--- config.mk ---
export PLATFORM = sky130hd
export DESIGN_NAME = graph_id_tx
export DESIGN_NICKNAME = d
export VERILOG_FILES = /design/src/rtl/graph_pkg.sv /design/src/rtl/graph_id_fifo.sv /design/src/rtl/graph_id_tx.sv
export SDC_FILE = /design/constraint.sdc
export NUM_CORES = 1
export LEC_CHECK = 0
export BUFFER_PORTS_ARGS = -buffer_cell sky130_fd_sc_hd__buf_2
export CAP_MARGIN = 0
export CORE_ASPECT_RATIO = 0.8
export CORE_MARGIN = 2
export CORE_UTILIZATION = 63
export DETAILED_ROUTE_END_ITERATION = 16
export PLACE_DENSITY = 0.84
export SLEW_MARGIN = 20
export SYNTH_ARGS = -nofsm -noshare
export SYNTH_HDL_FRONTEND = slang
export SYNTH_SLANG_ARGS = --single-unit
--- constraint.sdc ---
create_clock -name clk -period 5.2 [get_ports clk]
set_input_delay 0.26 -clock clk [delete_from_list [all_inputs] [get_ports clk]]
set_output_delay 0.26 -clock clk [all_outputs]
set_load 0.005 [all_outputs]
--- src/rtl/graph_pkg.sv ---
// graph_pkg: shared types and default constants for the graph ID transmitter.
//   tx_state_t : transmitter FSM states (IDLE, ISSUE, WAIT)
//   POPSIZE, ID_WIDTH, DATA_WIDTH, FIFO_DEPTH, TIMEOUT : default parameters
package graph_pkg;

  typedef enum logic [1:0] {
    IDLE  = 2'd0,
    ISSUE = 2'd1,
    WAIT  = 2'd2
  } tx_state_t;

  localparam int POPSIZE    = 100;
  localparam int ID_WIDTH   = 11;
  localparam int DATA_WIDTH = 8;
  localparam int FIFO_DEPTH = 8;
  localparam int TIMEOUT    = 16;

endpackage

--- src/rtl/graph_id_fifo.sv ---
// graph_id_fifo: parameterised synchronous first-word-fall-through FIFO.
//   clk   : clock (rising edge)
//   rst   : asynchronous active-high reset, empties the FIFO
//   push  : write din (ignored while full)
//   din   : write data
//   pop   : consume the head entry (ignored while empty)
//   dout  : head entry, valid whenever empty is low
//   full  : DEPTH entries stored
//   empty : no entries stored
module graph_id_fifo #(
  parameter int WIDTH = 11,
  parameter int DEPTH = 8
) (
  input  logic             clk,
  input  logic             rst,
  input  logic             push,
  input  logic [WIDTH-1:0] din,
  input  logic             pop,
  output logic [WIDTH-1:0] dout,
  output logic             full,
  output logic             empty
);

  localparam int AW    = (DEPTH > 1) ? $clog2(DEPTH) : 1;
  localparam int CNT_W = AW + 1;

  logic [WIDTH-1:0] r_mem [DEPTH];
  logic [AW-1:0]    r_wr_ptr;
  logic [AW-1:0]    r_rd_ptr;
  logic [CNT_W-1:0] r_count;
  logic             w_do_push;
  logic             w_do_pop;

  assign w_do_push = push && !full;
  assign w_do_pop  = pop && !empty;

  // Storage carries no reset; only the pointers define what is valid.
  always_ff @(posedge clk) begin
    if (w_do_push) begin
      r_mem[r_wr_ptr] <= din;
    end
  end

  // Power-of-two depth lets the pointers wrap by plain overflow.
  always_ff @(posedge clk or posedge rst) begin
    if (rst) begin
      r_wr_ptr <= '0;
      r_rd_ptr <= '0;
      r_count  <= '0;
    end else begin
      if (w_do_push) begin
        r_wr_ptr <= r_wr_ptr + AW'(1);
      end
      if (w_do_pop) begin
        r_rd_ptr <= r_rd_ptr + AW'(1);
      end
      case ({w_do_push, w_do_pop})
        2'b10:   r_count <= r_count + CNT_W'(1);
        2'b01:   r_count <= r_count - CNT_W'(1);
        default: r_count <= r_count;
      endcase
    end
  end

  // Fall-through read: the head is visible without a pop request.
  assign dout  = r_mem[r_rd_ptr];
  assign full  = (r_count == CNT_W'(DEPTH));
  assign empty = (r_count == '0);

endmodule

--- src/rtl/graph_id_tx.sv ---
// graph_id_tx: buffers node IDs from an upstream source, drops IDs outside
// 0..POPSIZE-1, and hands each remaining ID to the contact-graph block with a
// one-cycle data_rdy strobe, waiting for the data_vld/num_edges reply (or a
// timeout) before issuing the next one.
//
// Ports:
//   clk, rst             : clock, asynchronous active-high reset
//   in_id/in_valid       : upstream ID and valid
//   in_ready             : buffer can accept (low whenever the FIFO is full)
//   ID_out, data_rdy     : ID and issue strobe towards the graph
//   data_vld, num_edges  : graph reply
//   edges_out, edges_vld : last latched edge count and its update pulse
//   busy                 : FSM not idle or IDs still buffered (registered)
//   drop_cnt             : saturating count of rejected out-of-range IDs
//   timeout_err          : sticky, set when a reply never arrived
//
// Build option: GRAPH_TX_DEDUP_EN -- when defined, an ID equal to the last
// issued one is discarded in IDLE instead of being issued again.
module graph_id_tx #(
  parameter int POPSIZE    = graph_pkg::POPSIZE,
  parameter int DATA_WIDTH = graph_pkg::DATA_WIDTH,
  parameter int ID_WIDTH   = graph_pkg::ID_WIDTH,
  parameter int FIFO_DEPTH = graph_pkg::FIFO_DEPTH,
  parameter int TIMEOUT    = graph_pkg::TIMEOUT
) (
  input  logic                  clk,
  input  logic                  rst,
  input  logic [ID_WIDTH-1:0]   in_id,
  input  logic                  in_valid,
  output logic                  in_ready,
  output logic [ID_WIDTH-1:0]   ID_out,
  output logic                  data_rdy,
  input  logic                  data_vld,
  input  logic [DATA_WIDTH-1:0] num_edges,
  output logic [DATA_WIDTH-1:0] edges_out,
  output logic                  edges_vld,
  output logic                  busy,
  output logic [DATA_WIDTH-1:0] drop_cnt,
  output logic                  timeout_err
);

  import graph_pkg::tx_state_t;
  import graph_pkg::IDLE;
  import graph_pkg::ISSUE;
  import graph_pkg::WAIT;

  localparam int AW    = (FIFO_DEPTH > 1) ? $clog2(FIFO_DEPTH) : 1;
  localparam int OCC_W = AW + 1;
  localparam int TW    = $clog2(TIMEOUT + 1);
  localparam logic [TW-1:0]       TMO_LAST = TW'(TIMEOUT - 1);
  localparam logic [ID_WIDTH:0]   POP_LIM  = (ID_WIDTH + 1)'(POPSIZE);

  tx_state_t             r_state;
  tx_state_t             w_state_next;

  logic                  w_fifo_full;
  logic                  w_fifo_empty;
  logic [ID_WIDTH-1:0]   w_fifo_dout;
  logic                  w_accept;
  logic                  w_in_range;
  logic                  w_push;
  logic                  w_drop;
  logic                  w_pop;
  logic                  w_issue;
  logic                  w_reply;
  logic                  w_timeout;
  logic                  w_dedup_hit;
  logic [OCC_W-1:0]      w_occ_next;

  logic [OCC_W-1:0]      r_occ;
  logic [TW-1:0]         r_tmo_cnt;
  logic [ID_WIDTH-1:0]   r_id_out;
  logic                  r_data_rdy;
  logic [DATA_WIDTH-1:0] r_edges_out;
  logic                  r_edges_vld;
  logic                  r_busy;
  logic [DATA_WIDTH-1:0] r_drop_cnt;
  logic                  r_timeout_err;

  // ---------------- input side ----------------
  // in_ready ignores a same-cycle pop on purpose: full simply means "not now".
  assign in_ready   = !w_fifo_full;
  assign w_accept   = in_valid && in_ready;
  assign w_in_range = ({1'b0, in_id} < POP_LIM);
  assign w_push     = w_accept && w_in_range;
  assign w_drop     = w_accept && !w_in_range;

  graph_id_fifo #(
    .WIDTH (ID_WIDTH),
    .DEPTH (FIFO_DEPTH)
  ) u_fifo (
    .clk   (clk),
    .rst   (rst),
    .push  (w_push),
    .din   (in_id),
    .pop   (w_pop),
    .dout  (w_fifo_dout),
    .full  (w_fifo_full),
    .empty (w_fifo_empty)
  );

  // ---------------- optional duplicate suppression ----------------
`ifdef GRAPH_TX_DEDUP_EN
  // ID_out always holds the last issued ID; this flag says it is meaningful.
  logic r_last_vld;

  always_ff @(posedge clk or posedge rst) begin
    if (rst) begin
      r_last_vld <= 1'b0;
    end else if (w_issue) begin
      r_last_vld <= 1'b1;
    end
  end

  assign w_dedup_hit = r_last_vld && (w_fifo_dout == r_id_out);
`else
  assign w_dedup_hit = 1'b0;
`endif

  // ---------------- FSM ----------------
  always_ff @(posedge clk or posedge rst) begin
    if (rst) begin
      r_state <= IDLE;
    end else begin
      r_state <= w_state_next;
    end
  end

  always_comb begin
    w_state_next = r_state;
    w_pop        = 1'b0;
    w_issue      = 1'b0;
    w_reply      = 1'b0;
    w_timeout    = 1'b0;
    case (r_state)
      IDLE: begin
        if (!w_fifo_empty) begin
          // A duplicate is still popped, just not issued.
          w_pop = 1'b1;
          if (!w_dedup_hit) begin
            w_issue      = 1'b1;
            w_state_next = ISSUE;
          end
        end
      end
      ISSUE: begin
        w_state_next = WAIT;
      end
      WAIT: begin
        // A reply landing on the last permitted cycle beats the timeout.
        if (data_vld) begin
          w_reply      = 1'b1;
          w_state_next = IDLE;
        end else if (r_tmo_cnt == TMO_LAST) begin
          w_timeout    = 1'b1;
          w_state_next = IDLE;
        end
      end
      default: begin
        w_state_next = IDLE;
      end
    endcase
  end

  // Occupancy shadow of the FIFO so busy can be registered from next-cycle state.
  always_comb begin
    w_occ_next = r_occ;
    case ({w_push, w_pop})
      2'b10:   w_occ_next = r_occ + OCC_W'(1);
      2'b01:   w_occ_next = r_occ - OCC_W'(1);
      default: w_occ_next = r_occ;
    endcase
  end

  // ---------------- registered outputs and counters ----------------
  always_ff @(posedge clk or posedge rst) begin
    if (rst) begin
      r_occ         <= '0;
      r_tmo_cnt     <= '0;
      r_id_out      <= '0;
      r_data_rdy    <= 1'b0;
      r_edges_out   <= '0;
      r_edges_vld   <= 1'b0;
      r_busy        <= 1'b0;
      r_drop_cnt    <= '0;
      r_timeout_err <= 1'b0;
    end else begin
      r_occ       <= w_occ_next;
      r_busy      <= (w_state_next != IDLE) || (w_occ_next != '0);
      // data_rdy is high exactly while the FSM sits in ISSUE.
      r_data_rdy  <= w_issue;
      r_edges_vld <= w_reply;

      if (w_issue) begin
        r_id_out <= w_fifo_dout;
      end
      if (w_reply) begin
        r_edges_out <= num_edges;
      end
      if (w_timeout) begin
        r_timeout_err <= 1'b1;
      end

      if (r_state == ISSUE) begin
        r_tmo_cnt <= '0;
      end else if ((r_state == WAIT) && !data_vld && (r_tmo_cnt != TMO_LAST)) begin
        r_tmo_cnt <= r_tmo_cnt + TW'(1);
      end

      if (w_drop && (r_drop_cnt != '1)) begin
        r_drop_cnt <= r_drop_cnt + DATA_WIDTH'(1);
      end
    end
  end

  assign ID_out      = r_id_out;
  assign data_rdy    = r_data_rdy;
  assign edges_out   = r_edges_out;
  assign edges_vld   = r_edges_vld;
  assign busy        = r_busy;
  assign drop_cnt    = r_drop_cnt;
  assign timeout_err = r_timeout_err;

endmodule

# == Word level (Yosys, flattened, before mapping) ==
# Memories as Yosys holds them, arrays and structs flattened. A register that Yosys moved wholly into a read port is not among the register bits.
# Cells that the tools add are included.
# word_totals
out_inout_bits,32
input_bits,23
register_bits,41
memories,1
mem_bits_rw,88
elab_cells,68
# memory_table
memory,words,word_bits,read_ports,rd_clocked_by_memory_dff,write_ports,line,rtl
u_fifo.r_mem,8,11,1,1,1,graph_id_fifo.sv:27,logic [WIDTH-1:0] r_mem [DEPTH];
# classes
order_cmp,1
mux,17
add_sub_neg,8
eq_ne,10
reduce_logical,19
# op_table
operator,count
4-bit case mux with 2 select lines,2
11-bit by 7-bit < comparator with 1-bit output (second input constant),1
5-bit two-way mux,2
1-bit two-way mux,9
4-bit by 1-bit adder with 4-bit output (second input constant),2
8-bit by 1-bit adder with 8-bit output (second input constant),1
1-bit logical AND,8
8-bit != test (second input constant),1
4-bit by 1-bit subtractor with 4-bit output (second input constant),2
3-bit by 1-bit adder with 3-bit output (second input constant),2
2-bit by 1-bit == test with 1-bit output (second input constant),3
2-bit == test (second input constant),3
2-bit two-way mux,3
2-bit case mux with 3 select lines,1
2-bit nonzero test,3
5-bit by 1-bit adder with 5-bit output (second input constant),1
5-bit by 4-bit == test with 1-bit output (second input constant),1
5-bit by 4-bit != test with 1-bit output (second input constant),1
4-bit == test (second input constant),1
1-bit zero test,4
4-bit zero test,1
4-bit nonzero test,1
2-bit zero test,1
1-bit logical OR,1

# == Depth between registers and ports, before layout ==
# depth
ltp_word,8
ltp_mapped,11

# == Cells and area by module ==
# A second synthesis with hierarchy kept.
# unflattened
cells_unflattened,352
area_unflattened_um2,5950.7
# by_module_without_submodules
module,area_each_um2,instances,cells_per_inst,seq_area_each_um2
graph_id_fifo,4030.1,1,195,2892.8
graph_id_tx,1920.6,1,157,1051.0

# == Worst setup path after synthesis ==
# No wires, ideal clock.
# synth_path
kind,flip-flop to flip-flop
start,reg u_fifo.r_count[1]
end,"reg r_busy, in the netlist busy"
path_stages_with_launch,10
n_path_buf,1
setup_time_ns,0.135
setup_slack_ns,2.745
arrival_time_ns,2.321
path_cell_list,dfrtp_1 > or4b_4 > buf_6 > nand4_1 > ha_1 > xor2_1 > ha_1 > mux2_2 > nor4_1 > nand4b_1
# synth_via
elab_chain_len,8
# synth_rtl
element,line,rtl
"start, declared",graph_id_fifo.sv:30,logic [CNT_W-1:0] r_count;
"start signal, assigned",graph_id_fifo.sv:58,2'b10: r_count <= r_count + CNT_W'(1);
"start signal, assigned",graph_id_fifo.sv:59,2'b01: r_count <= r_count - CNT_W'(1);
"start signal, assigned",graph_id_fifo.sv:60,default: r_count <= r_count;
4-bit == test *,graph_id_fifo.sv:67,assign full = (r_count == CNT_W'(DEPTH));
1-bit zero test *,graph_id_tx.sv:82,assign in_ready = !w_fifo_full;
net in_ready,graph_id_tx.sv:30,"output logic in_ready,"
1-bit logical AND *,graph_id_tx.sv:83,assign w_accept = in_valid && in_ready;
1-bit logical AND *,graph_id_tx.sv:85,assign w_push = w_accept && w_in_range;
2-bit by 1-bit == test with 1-bit output / 2-bit == test (equally long branches),graph_id_tx.sv:168,"case ({w_push, w_pop})"
4-bit case mux with 2 select lines *,graph_id_tx.sv:168,
net w_occ_next[1],graph_id_tx.sv:68,logic [OCC_W-1:0] w_occ_next;
4-bit nonzero test *,graph_id_tx.sv:189,r_busy <= (w_state_next != IDLE) || (w_occ_next != '0);
1-bit logical OR *,graph_id_tx.sv:189,
"end signal, assigned",graph_id_tx.sv:189,
"end, declared",graph_id_tx.sv:76,logic r_busy;
# The timed path passes the listed nets; every way through them passes the cells marked *.
# A chain may end at the register's enable or synchronous reset.

# == Worst setup path in the final report ==
# layout_path
start,reg u_fifo.r_count[0]
end,"reg r_busy, in the netlist busy"
# layout_lines
element,line,rtl
4-bit zero test *,graph_id_fifo.sv:68,assign empty = (r_count == '0);
1-bit two-way mux *,graph_id_tx.sv:137,if (!w_fifo_empty) begin
1-bit two-way mux *,graph_id_tx.sv:135,case (r_state)
net u_fifo.pop,graph_id_fifo.sv:18,"input logic pop,"
2-bit by 1-bit == test with 1-bit output / 2-bit == test (equally long branches),graph_id_tx.sv:168,
4-bit case mux with 2 select lines *,graph_id_tx.sv:168,
net w_occ_next[1],graph_id_tx.sv:68,
4-bit nonzero test *,graph_id_tx.sv:189,
1-bit logical OR *,graph_id_tx.sv:189,
# Marks and branches as above.

==> qor.txt <==
Clock buffer count from CTS: 17
Initial DRC Count: 265
Clock Latency Late Sink: 0.42 ns
Post-synth EDFFs: 88
P per Cell Area: 570 mW/mm^2
Critical-path top delay cell: or3_1
Period utilisation layout: 64.6%
Asr flop ratio synth: 37.1%
Cell Chain, Critical Path: nor4_1, or3_1, inv_1, ha_1, xor2_1, ha_1, mux2_2, nor4_1, nand4b_1
DRT Pass-1 Iters: 5
Global Route Usage Sum: 24.8%
Layout Cells excl Fill: 547
Clock Skew: 0.0107 ns
RSZ-0062 raised after global routing: no
Placed wire-length estimate: 6850 um
Die Height: 89.9 um
Unique cell type count in the Yosys netlist: 48
Die Area: 0.0100 mm^2
Max clock buf depth: 2
Sequential power share: 41.6%
Worst reg2reg path depth: 9
Leading area contributor after synthesis: edfxtp_1
GRT overflow: 0
First-pass GRT wire length: 18,300 um
Area growth syn-to-layout: 16.5%
Count of input and output buffers: 54
Core Region: 0.00900 mm^2
CTS Sinks: 140
Post-synth top area share: 45.5%
Failing checks: negative hold slack
Routed Antenna Nets: 0
Status: finished with violations
Initial core utilization: 64.5%
Tot Pwr: 0.00385 W
Max VDD drop: 0.444 mV
Max incr delay on CP: 0.63 ns
Clk root buf: clkbuf_16
Final wirelength: 11,300 um
Clock share of power: 30.1%
IO Pins: 55
Sw Pwr: 0.00121 W
Wirelength per Cell: 20.7 um
Post-layout min period: 3.36 ns
Crit-path max FO: 26
Post-CTS Resized: 0
Setup TNS: 0 ns
Pint: 0.00264 W
Final #Nets: 454
Slew headroom: 25.4%
Yosys reg bits: 140
# hold bufs at CTS: 0
Most used flip-flop cell after synthesis: edfxtp_1
Largest net degree at the start of global routing: 53
Crit Path Class: reg2reg
Initial antenna violation count: 1
Ratio of cells with drive above 1 in the final layout: 31.7%
Sequential share of the synthesized area: 67.9%
Post-Syn Area: 0.00580 mm^2
Syn nets: 391
Yosys warns: 0
Reg2reg end: busy
Row Count: 31
WP data required: 5.48 ns
R2R Path Start: u_fifo.r_count[0]
Synth cell count leaders: edfxtp_1 (88), dfrtp_1 (52), nand2_1 (27)
Post CTS Setup Buffer Count: 0
Antenna cell count: 0
Max capacitance violation total: 0
Vias in the first global route: 3,383
Static Leak: 2.69 nW
Crit start category: flop
Clk slew on worst S/H paths: 0.06 ns
Placed Cells: 515
Drt drc: 0
Hold Path Class: in2async
Slew Viols, Final: 0
CP endpoint kind: flop
Final Hold Slack: -0.000869 ns
Worst-Margin Slew: 1.12 ns
Avg Inst Size Synth: 16.3 um^2
Fmax: 298 MHz
Routability cong.: 0.861
Top-count cell post-synth: edfxtp_1
Final Hold Viols: 1
Comb pwr share: 28.3%
Switching Share: 31.5%
H-Tree Level Count: 4
Setup violators final: 0
TritonCTS clock tree: built
Die W: 111 um
Area contributors post-synth: edfxtp_1 (46%), dfrtp_1 (22%), mux4_2 (8.5%)
Synth Instances: 356
Via count: 3,344
R2R Setup Slk: 1.84 ns
CP arrival: 3.64 ns
Routed vias/inst: 6.11
## cell usage in the layout, fill, tap and decap left out, types with 4 or more instances in the layout
cell type	count
edfxtp_1	88
buf_2	54
dfrtp_1	52
nand2_1	27
mux4_2	22
o21ai_0	18
clkbuf_16	17
mux2i_1	14
ha_1	11
mux2_2	10
nor2_1	9
xor2_1	9
inv_1	9
xnor2_1	8
nand3_1	7
nor4_1	6
clkinv_4	5
nand4_1	4
nor2b_1	4
nor3_1	4
nor2_2	4
clkinv_2	4
buf_4	4
## registers in the layout, summed over array words and instances (netlist names)
register and flops:
u_fifo.r_count 4, drop_cnt 8, r_occ 4, ID_out 11
u_fifo.r_wr_ptr 3, busy 1, u_fifo.r_rd_ptr 3, timeout_err 1
u_fifo.r_mem 88, edges_out 8, r_state 2, edges_vld 1
data_rdy 1, r_tmo_cnt 5
## logic make-up after synthesis
family	Yosys count	share of synthesized area [%]
AO/OA/AOI/OAI	32	3.82
flip-flops	140	67.9
AND/OR/NAND/NOR	84	7.89
multiplexers	47	13.1
buffers and inverters	24	1.92
adder cells (fa/ha/maj)	12	2.72
XOR/XNOR	17	2.57
## worst max-delay path, delay by kind of cell (launching register included)
family / cells / cell delay (ns)
mux: 1 / 0.27
buf+inv: 1 / 0.30
xor+xnor: 1 / 0.18
flops: 1 / 0.43
fa+ha+maj: 2 / 0.62
simple gates: 4 / 1.43
## routing by layer
layer	vias to the layer above	wire length (um)	GRT usage, %
met5	-	13	0
met4	2	211	9.57
met3	21	740	7.75
met2	157	5600	38.2
met1	1680	4730	33.8
li1	1484	-	-
## through the flow
stage	worst slack, ns	util [%]	hold WS [ns]	cell area (um^2)
2_1_floorplan	2.74	-	0.359	5800
3_3_place_gp	2.13	68.6	0.448	6170
3_5_place_dp	1.99	68.6	0.453	6170
4_1_cts	1.89	75.0	0.0594	6750
5_1_grt	1.59	75.2	0.0610	6760
6_report	1.84	75.2	-0.000869	6760
## cell type report
class | count | area, um^2
Clock buffer | 19 | 433
Multi-Input combinational cell | 192 | 1760
Inverter | 10 | 38.8
Clock inverter | 13 | 144
Tap cell | 115 | 144
Sequential cell | 140 | 3940
Fill cell | 517 | 2240
Timing Repair Buffer | 58 | 300
## power by group through the flow
stage / Clock, W / Combinational (W) / Sequential [W]
finish: 0.00116 / 0.00109 / 0.00160
global placement: 0 / 0.00102 / 0.00160
global route: 0.00123 / 0.00121 / 0.00163
floorplan: 0 / 0.000836 / 0.00153
CTS: 0.00118 / 0.00109 / 0.00160
detailed placement: 0 / 0.00107 / 0.00162
## worst max path at each step
stage                            from  endpoint  slack [ns]
floorplan           u_fifo.r_count[1]      busy        2.74
global placement    u_fifo.r_count[0]      busy        2.13
detailed placement  u_fifo.r_count[0]      busy        1.99
CTS                 u_fifo.r_count[0]      busy        1.89
global route        u_fifo.r_count[0]      busy        1.59
finish              u_fifo.r_count[0]      busy        1.84
No activity file was read; power rests on OpenSTA's default activity.
